### src/rtl/jt900h_intctl_pkg.sv
// Shared definitions for the jt900h interrupt controller: register word
// offsets, the register-select type and the bus address decoder.
package jt900h_intctl_pkg;

    // Word offsets (in 16-bit words) from the base of the register window
    localparam logic [22:0] REG_PEND = 23'd0;
    localparam logic [22:0] REG_MODE = 23'd1;
    localparam logic [22:0] REG_PRIA = 23'd2;
    localparam logic [22:0] REG_PRIB = 23'd3;
    localparam logic [22:0] REG_VEC  = 23'd4;

    typedef enum logic [2:0] {
        SEL_NONE,
        SEL_PEND,
        SEL_MODE,
        SEL_PRIA,
        SEL_PRIB,
        SEL_VEC
    } reg_sel_e;

    // addr[0] is ignored: the window is matched on word addresses only
    function automatic reg_sel_e decode(input logic [23:0] addr, input logic [23:0] base);
        logic [22:0] off;
        off = addr[23:1] - base[23:1];
        case (off)
            REG_PEND: decode = SEL_PEND;
            REG_MODE: decode = SEL_MODE;
            REG_PRIA: decode = SEL_PRIA;
            REG_PRIB: decode = SEL_PRIB;
            REG_VEC:  decode = SEL_VEC;
            default:  decode = SEL_NONE;
        endcase
    endfunction

endpackage

### src/rtl/jt900h_intctl_arb.sv
// Combinational priority encoder: picks the pending source with the largest
// nonzero priority; ties resolve to the lowest source index.
module jt900h_intctl_arb
    import jt900h_intctl_pkg::*;
(
    input  logic [7:0]  pending,
    input  logic [23:0] pri,
    output logic [2:0]  level,
    output logic [2:0]  index
);

    // Strict '>' keeps the earliest (lowest index) source on equal priority
    always_comb begin
        level = 3'd0;
        index = 3'd0;
        for (int i = 0; i < 8; i++) begin
            if (pending[i] && (pri[i*3 +: 3] > level)) begin
                level = pri[i*3 +: 3];
                index = 3'(i);
            end
        end
    end

endmodule

### src/rtl/jt900h_intctl.sv
// Memory-mapped interrupt controller driving the jt900h intrq level input.
// Synchronises raw requests, latches them as pending (edge or level mode),
// and presents the highest programmed priority with its source index.
module jt900h_intctl
    import jt900h_intctl_pkg::*;
#(
    parameter int          NSRC = 8,
    parameter logic [23:0] BASE = 24'hFF00
)(
    input  logic            clk,
    input  logic            rst_n,
    input  logic            cen,
    input  logic [23:0]     addr,
    input  logic [15:0]     wdata,
    input  logic [1:0]      we,
    output logic [15:0]     rdata,
    input  logic [NSRC-1:0] src,
    output logic [2:0]      intrq,
    output logic [2:0]      vector
);

    localparam logic [7:0] SRC_MASK = 8'((1 << NSRC) - 1);

    logic [7:0]      src_w;
    logic [7:0]      s1_p0, s2_p1, s2d_p2;
    logic [7:0]      pend, mode;
    logic [7:0][2:0] pri;
    logic [7:0]      pend_set, pend_clr;
    logic [2:0]      win_level, win_index;
    logic [15:0]     rd_val;
    reg_sel_e        sel;

    assign src_w = 8'(src);
    assign sel   = decode(addr, BASE);

    // Two-flop synchroniser runs on every clock, independent of cen
    always_ff @(posedge clk or negedge rst_n) begin
        if (!rst_n) begin
            s1_p0 <= '0;
            s2_p1 <= '0;
        end else begin
            s1_p0 <= src_w;
            s2_p1 <= s1_p0;
        end
    end

    // Set/clear terms for the pending latch; set always wins over a clear
    always_comb begin
        pend_set = SRC_MASK & ((mode & s2_p1 & ~s2d_p2) | (~mode & s2_p1));
        pend_clr = '0;
        if (sel == SEL_PEND && we[0])
            pend_clr = wdata[7:0];
    end

    // Read mux: unimplemented sources and unmapped words return zero
    always_comb begin
        rd_val = '0;
        case (sel)
            SEL_PEND: rd_val = {8'd0, pend};
            SEL_MODE: rd_val = {8'd0, mode};
            SEL_PRIA: for (int i = 0; i < 4; i++)
                          if (i < NSRC) rd_val[i*4 +: 3] = pri[i];
            SEL_PRIB: for (int i = 0; i < 4; i++)
                          if (i + 4 < NSRC) rd_val[i*4 +: 3] = pri[i+4];
            SEL_VEC:  rd_val = {12'd0, intrq != 3'd0, vector};
            default:  rd_val = '0;
        endcase
    end

    jt900h_intctl_arb u_arb (
        .pending (pend),
        .pri     (pri),
        .level   (win_level),
        .index   (win_index)
    );

    // Register file, pending latch and registered outputs, all gated by cen
    always_ff @(posedge clk or negedge rst_n) begin
        if (!rst_n) begin
            s2d_p2 <= '0;
            pend   <= '0;
            mode   <= '0;
            pri    <= '0;
            rdata  <= '0;
            intrq  <= '0;
            vector <= '0;
        end else if (cen) begin
            s2d_p2 <= s2_p1;
            pend   <= (pend & ~pend_clr) | pend_set;
            rdata  <= rd_val;
            intrq  <= win_level;
            vector <= win_index;
            if (sel == SEL_MODE && we[0])
                mode <= wdata[7:0] & SRC_MASK;
            for (int i = 0; i < 8; i++) begin
                if (i < NSRC && we[(i % 4) / 2] &&
                    sel == ((i < 4) ? SEL_PRIA : SEL_PRIB))
                    pri[i] <= wdata[(i % 4) * 4 +: 3];
            end
        end
    end

endmodule
### config.mk
export PLATFORM = sky130hd
export DESIGN_NAME = jt900h_intctl
export DESIGN_NICKNAME = d
export VERILOG_FILES = /design/src/rtl/jt900h_intctl_pkg.sv /design/src/rtl/jt900h_intctl_arb.sv /design/src/rtl/jt900h_intctl.sv
export SDC_FILE = /design/constraint.sdc
export NUM_CORES = 1
export LEC_CHECK = 0
export ABC_AREA = 1
export CAP_MARGIN = 20
export CORE_MARGIN = 2
export CORE_UTILIZATION = 55
export DETAILED_ROUTE_END_ITERATION = 10
export GPL_TIMING_DRIVEN = 1
export PLACE_DENSITY = 0.81
export SYNTH_ARGS = -nofsm -noshare
export SYNTH_HDL_FRONTEND = slang
export SYNTH_HIERARCHICAL = 1
export SYNTH_SLANG_ARGS = --single-unit
### constraint.sdc
create_clock -name clk -period 10.4 [get_ports clk]
set_input_delay 2.6 -clock clk [delete_from_list [all_inputs] [get_ports clk]]
set_output_delay 2.6 -clock clk [all_outputs]
set_load 0.005 [all_outputs]
### Yosys cells after proc, flatten, opt, wreduce, memory -nomap -nowiden

Index checks and enable logic that the tools add are counted.

| operators by class | value |
|---|---|
| add/subtract/negate cells | 1 |
| magnitude comparators | 8 |
| equality and inequality tests | 9 |
| mux-type cells | 23 |
| bitwise logic cells | 9 |
| reductions and logical operators | 21 |

Operators by type and width:

| cell | count |
|---|---|
| $eq 23x2->1 const B | 2 |
| $mux 3 | 12 |
| $and 8x8->8 | 4 |
| $pmux 3 s5 | 2 |
| $not 8->8 | 3 |
| $eq 23x1->1 const B | 1 |
| $eq 23x3->1 const B | 1 |
| $logic_not 23->1 | 1 |
| $sub 23x15->23 const B | 1 |
| $gt 3x3->1 | 7 |
| $or 8x8->8 | 2 |
| $logic_and 1x1->1 | 14 |
| $pmux 3 s2 | 2 |
| $pmux 3 s4 | 1 |
| $reduce_and 2->1 | 5 |
| $mux 8 | 1 |
| $eq 3x2->1 const B | 2 |
| $eq 3x3->1 const B | 2 |
| $mux 2 | 2 |
| $eq 3x1->1 const B | 1 |
| $gt 3x1->1 const B | 1 |
| $pmux 1 s3 | 1 |
| $reduce_bool 3->1 | 1 |
| $pmux 1 s2 | 1 |
| $mux 1 | 1 |

| storage, ports and cells | value |
|---|---|
| bits in registers | 84 |
| bits of input ports | 53 |
| output and inout bits | 22 |
| logic and storage cells | 87 |

### Logic depth before layout (Yosys ltp)

Gate-level depths: netlist (run 1).

| depth | value |
|---|---|
| depth after elaboration | 24 |
| depth in mapped cells | 59 |
| depth with buffers taken out | 59 |

### Cells and area by module

The synthesis (run 1) kept the hierarchy.

Modules (own cells, without submodules):

| module | times used | cells each | area an instance (um^2) | seq. area each (um^2) |
|---|---|---|---|---|
| jt900h_intctl | 1 | 527 | 4175.3 | 2102.0 |
| jt900h_intctl_arb | 1 | 159 | 967.2 | 0.0 |

### Worst setup path after synthesis (run 1)

OpenSTA, ideal clock, no wires.

| path | value |
|---|---|
| kind | flip-flop to flip-flop |
| start point | register pri[1] (netlist bit) |
| end point | register intrq[0] |
| setup time | 135 ps |
| arrival time | 7300 ps |
| required time | 10265 ps |
| slack | 2965 ps |
| cell stages (with the launch flop) | 57 |
| buffers on the path | 0 |
| period minus slack after synthesis | 7435 ps |
| path through | dfrtp_1 nor2_1 nand2_1 nand2_1 nor2_1 inv_1 ha_1 nand3_1 nand2_1 inv_2 nand2_4 nand2_1 o21ai_0 ha_1 nor2_1 or2_2 nand3_2 nand3_2 [... 21 more ...] inv_1 ha_1 a21oi_1 a21oi_1 maj3_1 nand2_4 or2_1 nand2_1 ha_1 nand2_1 nor2_1 a211oi_1 nor2_1 inv_1 nand3_1 nand2_1 nand2_1 o21ai_0 |

| on the way | value |
|---|---|
| longest elaborated chain between the ends | 24 |

Ends and longest elaborated chain:

| what | RTL line | source |
|---|---|---|
| start: declaration | jt900h_intctl.sv:27 | `logic [7:0][2:0] pri;` |
| start signal: indexed assignment | jt900h_intctl.sv:98 | `pri[i] <= wdata[(i % 4) * 4 +: 3];` |
| $gt 3x1->1 | jt900h_intctl_arb.sv:17 | `if (pending[i] && (pri[i*3 +: 3] > level)) begin` |
| $logic_and 1x1->1 | jt900h_intctl_arb.sv:17 |  |
| $mux 3 (*) | jt900h_intctl_arb.sv:17 |  |
| $gt 3x3->1 | jt900h_intctl_arb.sv:17 |  |
| $logic_and 1x1->1 | jt900h_intctl_arb.sv:17 |  |
| $mux 3 (*) | jt900h_intctl_arb.sv:17 |  |
| $gt 3x3->1 | jt900h_intctl_arb.sv:17 |  |
| $logic_and 1x1->1 | jt900h_intctl_arb.sv:17 |  |
| [... 9 more ...] | -- |  |
| $mux 3 (*) | jt900h_intctl_arb.sv:17 |  |
| $gt 3x3->1 | jt900h_intctl_arb.sv:17 |  |
| $logic_and 1x1->1 | jt900h_intctl_arb.sv:17 |  |
| $mux 3 (*) | jt900h_intctl_arb.sv:17 |  |
| $gt 3x3->1 | jt900h_intctl_arb.sv:17 |  |
| $logic_and 1x1->1 | jt900h_intctl_arb.sv:17 |  |
| $mux 3 (*) | jt900h_intctl_arb.sv:17 |  |
| named net win_level[0] | jt900h_intctl.sv:29 | `logic [2:0] win_level, win_index;` |
| end signal: assignment | jt900h_intctl.sv:91 | `intrq <= win_level;` |
| end: declaration | jt900h_intctl.sv:18 | `output logic [2:0] intrq,` |

The timed path passes the listed nets; every way through them passes the cells marked *.
A chain may end at the register's enable or synchronous reset.

### Final worst setup path (run 1)

| path | value |
|---|---|
| start point | register pri[2] (netlist bit) |
| end point | register intrq[0] |

The elaborated chain is that of the path after synthesis.

==> results.env, run 1 <==
AVERAGE_DETAILED_ROUTED_WIRE_LENGTH_PER_INSTANCE_UM=13.5
RUN_STATUS='finished clean'
FINAL_REPORT_HOLD_VIOLATION_COUNT=0
CTS_TREE='built'
HOLD_PATH_CLASS='flop to flop'
DESIGN.CORE.AREA_UM2=9150
SYNTH_XOR_AREA_SHARE_PCT=0.170
PATH_CLK_SLEW_NS=0.09
SYNTH_AREA_UM2=5140
CRITICAL_PATH.REG2REG.STARTPOINT='pri[2]'
TOTALWIRELENGTH_UM=11700
FINAL_GP_CONGESTION=0.908
PIN_COUNT=75
REQUIRED_NS=10.62
WORST_HOLD_PATH.NUM_CELLS=0
CRITICAL_PATH_ARRIVAL_NS=8.79
SYNTH_SIMPLE_GATE_AREA_SHARE_PCT=38.2
HTREE_LEVELS=3
SYNTH.LIB_CELLS_USED.DISTINCT=46
PORT_BUFFERS=69
LARGEST_STAGE_DELAY_ON_THE_CRITICAL_PATH_NS=0.44
POST-CTS-SETUP-BUFFER-COUNT=0
SYNTH-ADDER-AREA-SHARE_PCT=3.36
START_KIND='flop'
FINAL.HOLD.WORST_SLACK_NS=0.352
MET2ROUTEDLENGTH_UM=5760
DRIVE_ABOVE_1_SHARE_PCT=14.0
SYNTH-MAIN-FF-CELL='sky130_fd_sc_hd__dfrtp_1'
SYNTH_COMPOUND_GATE_AREA_SHARE_PCT=8.81
ROUTE.TOP_LAYER_USED='met4'
RRSETUPSLACK_NS=1.83
GRT_PASS1_WL_UM=20100
YOSYS_WARNINGS=6
ROUTE.MET3.WL_UM=615
STARTING_DENSITY_PCT=56.2
POST_SYNTH_INST_COUNT=686
FINAL_PERIOD_MINUS_WORST_SETUP_SLACK_NS=8.57
SETUP-TNS-FINAL_NS=0
ELEMENT_TYPE_AT_THE_CRITICAL_PATH_END='flop'
CTS-BUFFERS-INSERTED=9
SYNTH-ASYNC-RESET-RATIO_PCT=100
MAXCAPVIOLCOUNT=0
POST-ROUTE-UTIL_PCT=66.8
CLOCKROOTBUFFER='sky130_fd_sc_hd__clkbuf_8'
CRITICALPATHCATEGORY='flop to flop'
CLOCK.FMAX_GHz=0.117
SYNTH-SEQ-AREA-SHARE_PCT=40.9
TRACK_USAGE_PCT=25.0
RR_WORST_DEPTH=54
FINALSETUPVIOLATIONS=0
MAIN_COMBINATIONAL_CELL_FAMILY_BY_AREA_AFTER_SYNTHESIS='simple AND/OR/NAND/NOR gates'
WORST_PIN_SLEW_NS=0.799
SYNTH_EDF_COUNT=0
CRIT-REG2REG-CAPTURE='intrq[0]'
DIE_AREA_UM2=10100
TIMING.HOLD.WORST.START='s1_p0[6]'
SKEW_PAIR_LATE_INSERTION_DELAY_NS=0.37
GRT_PASS1_VIAS=4466
YS_SEQ_ELEMENTS=84
PORTION_OF_NETLIST_AREA_OCCUPIED_BY_MUX_CELLS_PCT=0
POST_CTS_HOLD_BUFFER_COUNT=0
ROUTEDLENGTHMET1_UM=5160
GR-TOTAL-OVERFLOW=0
POST-ROUTE-PERIOD-UTIL_PCT=82.4
CRITICAL-PATH-SLOWEST-CELL='sky130_fd_sc_hd__dfrtp_1'
ANTENNA_FOUND_INITIAL=0
HOLD-PATH-ENDPOINT='s2_p1[6]'
POST_CTS_RESIZED=0
SYNTH.AVG_CELL_AREA_UM2=7.50
VIAS_AFTER_DETAILED_ROUTING=4576
ROWS=35
RSZ0062_AT_GRT='no'
ANTENNA-DIODE-COUNT=0
NUMBER_OF_ITERATIONS_IN_THE_FIRST_DETAILED_ROUTING_PASS=6
LAYOUT-AREA-OVERHEAD-VS-SYNTH_PCT=18.9
CLOCK_PATH_BUFFERS=2
LEAKAGEPOWER_nW=3.01
DP_HPWL_UM=8860
DIE_H_UM=101
TIMING.CRITICAL_PATH.MODE_CELL='sky130_fd_sc_hd__nand2_1'
CLKSINKCOUNT=84
VDD_IR_DROP_MAX_uV=127
INITIALDRTVIOLATIONCOUNT=292
LARGEST_NET_DEGREE_AT_THE_START_OF_GLOBAL_ROUTING=85
DRC=0
MAXSLEWVIOLCOUNT=0
POWER-PER-CELL-AREA_nW_PER_UM2=107
SKEW_NS=0.00999
SLEW_HEADROOM_PCT=46.7
DIE_WIDTH_UM=101
VIASPERCELL=5.28
ANTENNA_LEFT=0
MAX_FANOUT_ON_CRITICAL_PATH=6
NNETSFINAL=817
-- synthesized netlist by cell type, types with 2 or more instances --
| cell | instances | area share, % |
|---|---|---|
| sky130_fd_sc_hd__o21ai_0 | 21 | 2.0 |
| sky130_fd_sc_hd__o21ai_1 | 22 | 2.1 |
| sky130_fd_sc_hd__nand3_4 | 2 | 0.68 |
| sky130_fd_sc_hd__o21bai_1 | 2 | 0.29 |
| sky130_fd_sc_hd__nand3b_1 | 3 | 0.44 |
| sky130_fd_sc_hd__clkbuf_1 | 5 | 0.37 |
| sky130_fd_sc_hd__ha_1 | 13 | 3.2 |
| sky130_fd_sc_hd__nand3_2 | 19 | 3.7 |
| sky130_fd_sc_hd__nor2_4 | 2 | 0.44 |
| sky130_fd_sc_hd__nor2_2 | 5 | 0.61 |
| sky130_fd_sc_hd__nand2_1 | 251 | 18 |
| sky130_fd_sc_hd__nor3_1 | 2 | 0.19 |
| sky130_fd_sc_hd__nand3_1 | 56 | 5.5 |
| sky130_fd_sc_hd__nand2_4 | 11 | 2.4 |
| sky130_fd_sc_hd__nand2_2 | 17 | 2.1 |
| sky130_fd_sc_hd__a21oi_2 | 3 | 0.51 |
| sky130_fd_sc_hd__nor3_2 | 2 | 0.39 |
| sky130_fd_sc_hd__dfrtp_1 | 84 | 41 |
| sky130_fd_sc_hd__buf_6 | 3 | 0.66 |
| sky130_fd_sc_hd__and2_1 | 2 | 0.24 |
| sky130_fd_sc_hd__nand4_1 | 3 | 0.37 |
| sky130_fd_sc_hd__a21boi_2 | 2 | 0.44 |
| sky130_fd_sc_hd__buf_2 | 5 | 0.49 |
| sky130_fd_sc_hd__a21oi_1 | 6 | 0.58 |
| sky130_fd_sc_hd__inv_1 | 73 | 5.3 |
| sky130_fd_sc_hd__nor2_1 | 31 | 2.3 |
| sky130_fd_sc_hd__o21ai_2 | 12 | 2.0 |
| sky130_fd_sc_hd__buf_4 | 3 | 0.44 |
| sky130_fd_sc_hd__inv_2 | 9 | 0.66 |
-- power by group --
| part | internal [mW] | switching, mW | total (mW) | leakage, nW |
|---|---|---|---|---|
| registers | 0.332 | 0.00246 | 0.335 | 1.08 |
| clock network | 0.137 | 0.126 | 0.263 | 0.115 |
| logic | 0.0250 | 0.0321 | 0.0571 | 1.81 |
-- state kept, by name (all words and copies together) (netlist names) --
| register | count |
|---|---|
| pri | 24 |
| rdata | 14 |
| mode | 8 |
| pend | 8 |
| s1_p0 | 8 |
| s2_p1 | 8 |
| s2d_p2 | 8 |
| intrq | 3 |
| vector | 3 |
-- critical path, delay by kind of cell, from the launching register on --
kind            cells  cell delay [ns]
simple gates       29             2.75
fa+ha+maj           8             2.47
compound gates     11             2.25
buf+inv             6             0.49
flops               1             0.44
-- layout by cell type (no fill, tap or decap), types with 5 or more instances in the layout --
cell | Yosys | routed
sky130_fd_sc_hd__nor2_2 | 5 | 5
sky130_fd_sc_hd__nand2_1 | 251 | 251
sky130_fd_sc_hd__o21ai_1 | 22 | 22
sky130_fd_sc_hd__o21ai_0 | 21 | 21
sky130_fd_sc_hd__a21oi_1 | 6 | 6
sky130_fd_sc_hd__nand3_2 | 19 | 19
sky130_fd_sc_hd__nand2_4 | 11 | 11
sky130_fd_sc_hd__nand2_2 | 17 | 17
sky130_fd_sc_hd__inv_1 | 73 | 73
sky130_fd_sc_hd__o21ai_2 | 12 | 12
sky130_fd_sc_hd__nand3_1 | 56 | 56
sky130_fd_sc_hd__clkdlybuf4s50_1 | 0 | 68
sky130_fd_sc_hd__inv_2 | 9 | 9
sky130_fd_sc_hd__clkbuf_8 | 0 | 9
sky130_fd_sc_hd__dfrtp_1 | 84 | 84
sky130_fd_sc_hd__nor2_1 | 31 | 31
sky130_fd_sc_hd__ha_1 | 13 | 13
-- kinds of logic (layout without fill, tap and decap cells) --
logic type | Yosys count | after routing
flip-flops | 84 | 84
adder cells (fa/ha/maj) | 14 | 14
buffers and inverters | 102 | 171
other | 1 | 2
AND/OR/NAND/NOR | 411 | 411
XOR/XNOR | 1 | 1
AO/OA/AOI/OAI | 73 | 73
-- worst max-delay path by stage --
stage	slack, ns	endpoint	start	cells after the start
after floorplan	2.96	intrq[0]	pri[1]	56
after global placement	2.29	intrq[0]	pri[1]	54
after detailed placement	1.98	intrq[0]	pri[1]	54
after CTS	1.93	intrq[0]	pri[2]	54
after global routing	1.02	intrq[0]	pri[2]	54
final	1.83	intrq[0]	pri[2]	54
-- routing by layer --
layer  track usage, %  vias to the layer above
li1                 -                     2289
met1             32.1                     2143
met2             42.7                      126
met3             5.55                       18
met4             6.95                        0
met5                0                        -
-- metrics by stage --
| step | worst slack [ns] | cells | total power [mW] | area (um^2) |
|---|---|---|---|---|
| after floorplan | 2.96 | 687 | 0.364 | 5150 |
| after global placement | 2.29 | 850 | 0.395 | 5860 |
| after detailed placement | 1.98 | 850 | 0.397 | 5860 |
| after CTS | 1.93 | 866 | 0.660 | 6080 |
| after global routing | 1.02 | 867 | 0.681 | 6110 |
| final | 1.83 | 867 | 0.655 | 6110 |
-- cell type report --
class                   instances  area [um^2]
clock buffers                   9          124
repair buffers                 71          723
clock inverters                 7         98.8
inverters                      84          317
multi-input cells             501         2610
fillers                       743         3040
well taps                     111          139
flip-flops and latches         84         2100
No activity file was read; power rests on OpenSTA's default activity.
==> run 2: changes to the inputs <==
==> constraint.sdc (replaced) <==
create_clock -name clk -period 8.8 [get_ports clk]
set_input_delay 2.2 -clock clk [delete_from_list [all_inputs] [get_ports clk]]
set_output_delay 2.2 -clock clk [all_outputs]
set_load 0.005 [all_outputs]
==> results.env, run 2 (synthesis results as in run 1) <==
CRITICALPATHCATEGORY='flop to flop'
POST-ROUTE-PERIOD-UTIL_PCT=91.9  # +9.5 points
TRACK_USAGE_PCT=25.3  # +0.26 points
ROWS=35  # unchanged
START_KIND='flop'
CLOCK.FMAX_GHz=0.124  # +6.0%
LAYOUT-AREA-OVERHEAD-VS-SYNTH_PCT=19.5
MAXSLEWVIOLCOUNT=0  # unchanged
SETUP-TNS-FINAL_NS=0  # unchanged
LARGEST_STAGE_DELAY_ON_THE_CRITICAL_PATH_NS=0.39  # -0.05 ns
PWR-SHARE-CLK_PCT=38.6  # -1.6 points
HOLD_PATH_CLASS='flop to flop'
LARGEST-REGISTER='pri'
DIE_H_UM=101  # unchanged
DRC=0  # unchanged
GR-TOTAL-OVERFLOW=0  # unchanged
HTREE_LEVELS=3  # unchanged
CTS_TREE='built'
POWER_SWITCHING_mW=0.195  # +21%
DESIGN.CORE.AREA_UM2=9150  # unchanged
STARTING_DENSITY_PCT=56.2  # unchanged
MAXCAPVIOLCOUNT=0  # unchanged
GRT_PASS1_VIAS=4435  # -0.69%
MET2ROUTEDLENGTH_UM=5840  # +1.2%
LARGEST_NET_DEGREE_AT_THE_START_OF_GLOBAL_ROUTING=85  # unchanged
ROUTEDLENGTHMET1_UM=5320  # +3.0%
SKEW_NS=0.0111  # +0.00108 ns
FINAL_INSTANCE_AREA_UM2=6140  # +0.51%
CRITICAL_PATH_ARRIVAL_NS=8.31  # -0.48 ns
DRIVE_ABOVE_1_SHARE_PCT=14.9  # +0.87 points
FINAL_PERIOD_MINUS_WORST_SETUP_SLACK_NS=8.08  # -0.481 ns
REQUIRED_NS=9.02  # -1.60 ns
VIAS_AFTER_DETAILED_ROUTING=4611  # +0.76%
LEAKAGEPOWER_nW=3.02  # +0.41%
WORST_PIN_SLEW_NS=0.846  # +0.0467 ns
FINAL_REPORT_HOLD_VIOLATION_COUNT=0  # unchanged
ELEMENT_TYPE_AT_THE_CRITICAL_PATH_END='flop'
SLEW_HEADROOM_PCT=43.6  # -3.1 points
SKEW_PAIR_LATE_INSERTION_DELAY_NS=0.36  # about the same
POWER-PER-CELL-AREA_nW_PER_UM2=123  # +14%
MAX_FANOUT_ON_CRITICAL_PATH=6  # unchanged
CP_NUM_BUF_INV=6  # unchanged
TIMING.CRITICAL_PATH.MODE_CELL='sky130_fd_sc_hd__nand2_1'
LARGEST_REGISTER_FF_COUNT=24  # unchanged
POWER_REPORT.INTERNAL_TOTAL_mW=0.559  # +13%
ANTENNA_LEFT=0  # unchanged
LAYOUT_COMMONEST_CELL='sky130_fd_sc_hd__nand2_1'
CRITPATHLAUNCH='pri[2]'
CRITICAL-PATH-SLOWEST-CELL='sky130_fd_sc_hd__maj3_1'
NNETSFINAL=820  # +0.37%
PORT_BUFFERS=69  # unchanged
ROUTE.MET3.WL_UM=585  # -4.9%
NUMBER_OF_ITERATIONS_IN_THE_FIRST_DETAILED_ROUTING_PASS=5  # -1
CTS-BUFFERS-INSERTED=9  # unchanged
REG_TOP3='pri x24, rdata x14'
CRITPATHTOPFAMILY='simple AND/OR/NAND/NOR gates'
ROUTE.TOP_LAYER_USED='met4'
DIE_AREA_UM2=10100  # unchanged
PATH_CLK_SLEW_NS=0.09  # about the same
SEQUENTIAL_GROUP_SHARE_OF_TOTAL_POWER_PCT=52.4  # +1.3 points
PWR-SHARE-COMB_PCT=9.0  # +0.3 points
TOTALWIRELENGTH_UM=12100  # +2.9%
GRT_PASS1_WL_UM=20400  # +1.4%
VIASPERCELL=5.30  # +0.42%
DPL_CELL_AREA_UM2=5860  # unchanged
FINALSETUPVIOLATIONS=0  # unchanged
VDD_IR_DROP_MAX_uV=110  # -13%
CLOCKROOTBUFFER='sky130_fd_sc_hd__clkbuf_8'
MOST-COMMON-LAYOUT-CELLS='sky130_fd_sc_hd__nand2_1 (251), sky130_fd_sc_hd__dfrtp_1 (84), sky130_fd_sc_hd__inv_1 (73), sky130_fd_sc_hd__clkdlybuf4s50_1 (68), sky130_fd_sc_hd__nand3_1 (56)'
TIMING.HOLD.WORST.START='s1_p0[5]'
DIE_WIDTH_UM=101  # unchanged
FINAL_GP_CONGESTION=0.908  # about the same
CLOCK_PATH_BUFFERS=2  # unchanged
AVERAGE_DETAILED_ROUTED_WIRE_LENGTH_PER_INSTANCE_UM=13.9  # +2.5%
PIN_COUNT=75  # unchanged
CRITICAL_PATH.REG2REG.STARTPOINT='pri[2]'
INITIALDRTVIOLATIONCOUNT=288  # -1.4%
CLKSINKCOUNT=84  # unchanged
ANTENNA_FOUND_INITIAL=0  # unchanged
ANTENNA-DIODE-COUNT=0  # unchanged
RSZ0062_AT_GRT='no'
RUN_STATUS='finished clean'
DP_HPWL_UM=9030  # +1.9%
P_SW_SHARE_PCT=25.8  # +1.3 points
-- run 2: changes by cell type in the layout (fill, tap and decap cells not counted) --
cell,previous run,this run
sky130_fd_sc_hd__o21ai_2,12,13
sky130_fd_sc_hd__nor2_1,31,29
sky130_fd_sc_hd__o21ai_0,21,18
sky130_fd_sc_hd__bufinv_16,2,1
sky130_fd_sc_hd__o32ai_1,1,0
sky130_fd_sc_hd__clkinv_2,3,1
sky130_fd_sc_hd__nor2_2,5,7
sky130_fd_sc_hd__buf_4,2,5
sky130_fd_sc_hd__o21ai_1,22,23
sky130_fd_sc_hd__o32ai_2,0,1
sky130_fd_sc_hd__inv_6,1,3
sky130_fd_sc_hd__clkbuf_1,0,1
sky130_fd_sc_hd__o21ai_4,0,1
-- run 2: per-layer routing --
metal,vias to the layer above,global-route usage (%)
met3,26,4.58
met4,0,9.17
li1,2301,-
met5,-,0
met1,2158,33.2
met2,126,41.9
-- run 2: what timing repair did --
action / 4_1_cts / 5_1_grt
setup buffers: 0 / 3
hold buffers: 0 / 0
resized for setup: 0 / 9
setup endpoints to repair: 0 / 6
-- run 2: cell type report --
class	count	area, um^2
clock buffers	10	128
clock inverters	6	76.3
fillers	733	3010
inverters	84	317
multi-input cells	501	2640
flip-flops and latches	84	2100
well taps	111	139
repair buffers	74	746
-- run 2: final timing paths --
kind	endpoint	slack, ns	cells past startpoint
worst max-delay path	intrq[0]	0.72	56
worst min-delay path	s2_p1[5]	0.36	0
worst max register to register	intrq[0]	0.72	56
worst min register to register	s2_p1[5]	0.36	0
max in group asynchronous	s2_p1[6]	6.44	2
min in group asynchronous	pri[8]	1.76	1
-- run 2: power groups by stage --
stage / sequential, mW / combinational [mW] / clock, mW
2_1_floorplan: 0.402 / 0.0276 / 0
3_3_place_gp: 0.403 / 0.0641 / 0
3_5_place_dp: 0.403 / 0.0666 / 0
4_1_cts: 0.395 / 0.0668 / 0.296
5_1_grt: 0.396 / 0.0754 / 0.313
6_report: 0.395 / 0.0678 / 0.291
-- run 2: stage by stage --
step | setup slack [ns] | power, mW | util, % | hold slack (ns) | cells
2_1_floorplan | 1.36 | 0.430 | - | 0.331 | 687
3_3_place_gp | 0.703 | 0.467 | 64.0 | 0.332 | 850
3_5_place_dp | 0.361 | 0.470 | 64.0 | 0.336 | 850
4_1_cts | 0.199 | 0.758 | 66.3 | 0.363 | 866
5_1_grt | 0.0196 | 0.784 | 67.1 | 0.369 | 870
6_report | 0.716 | 0.754 | 67.1 | 0.357 | 870
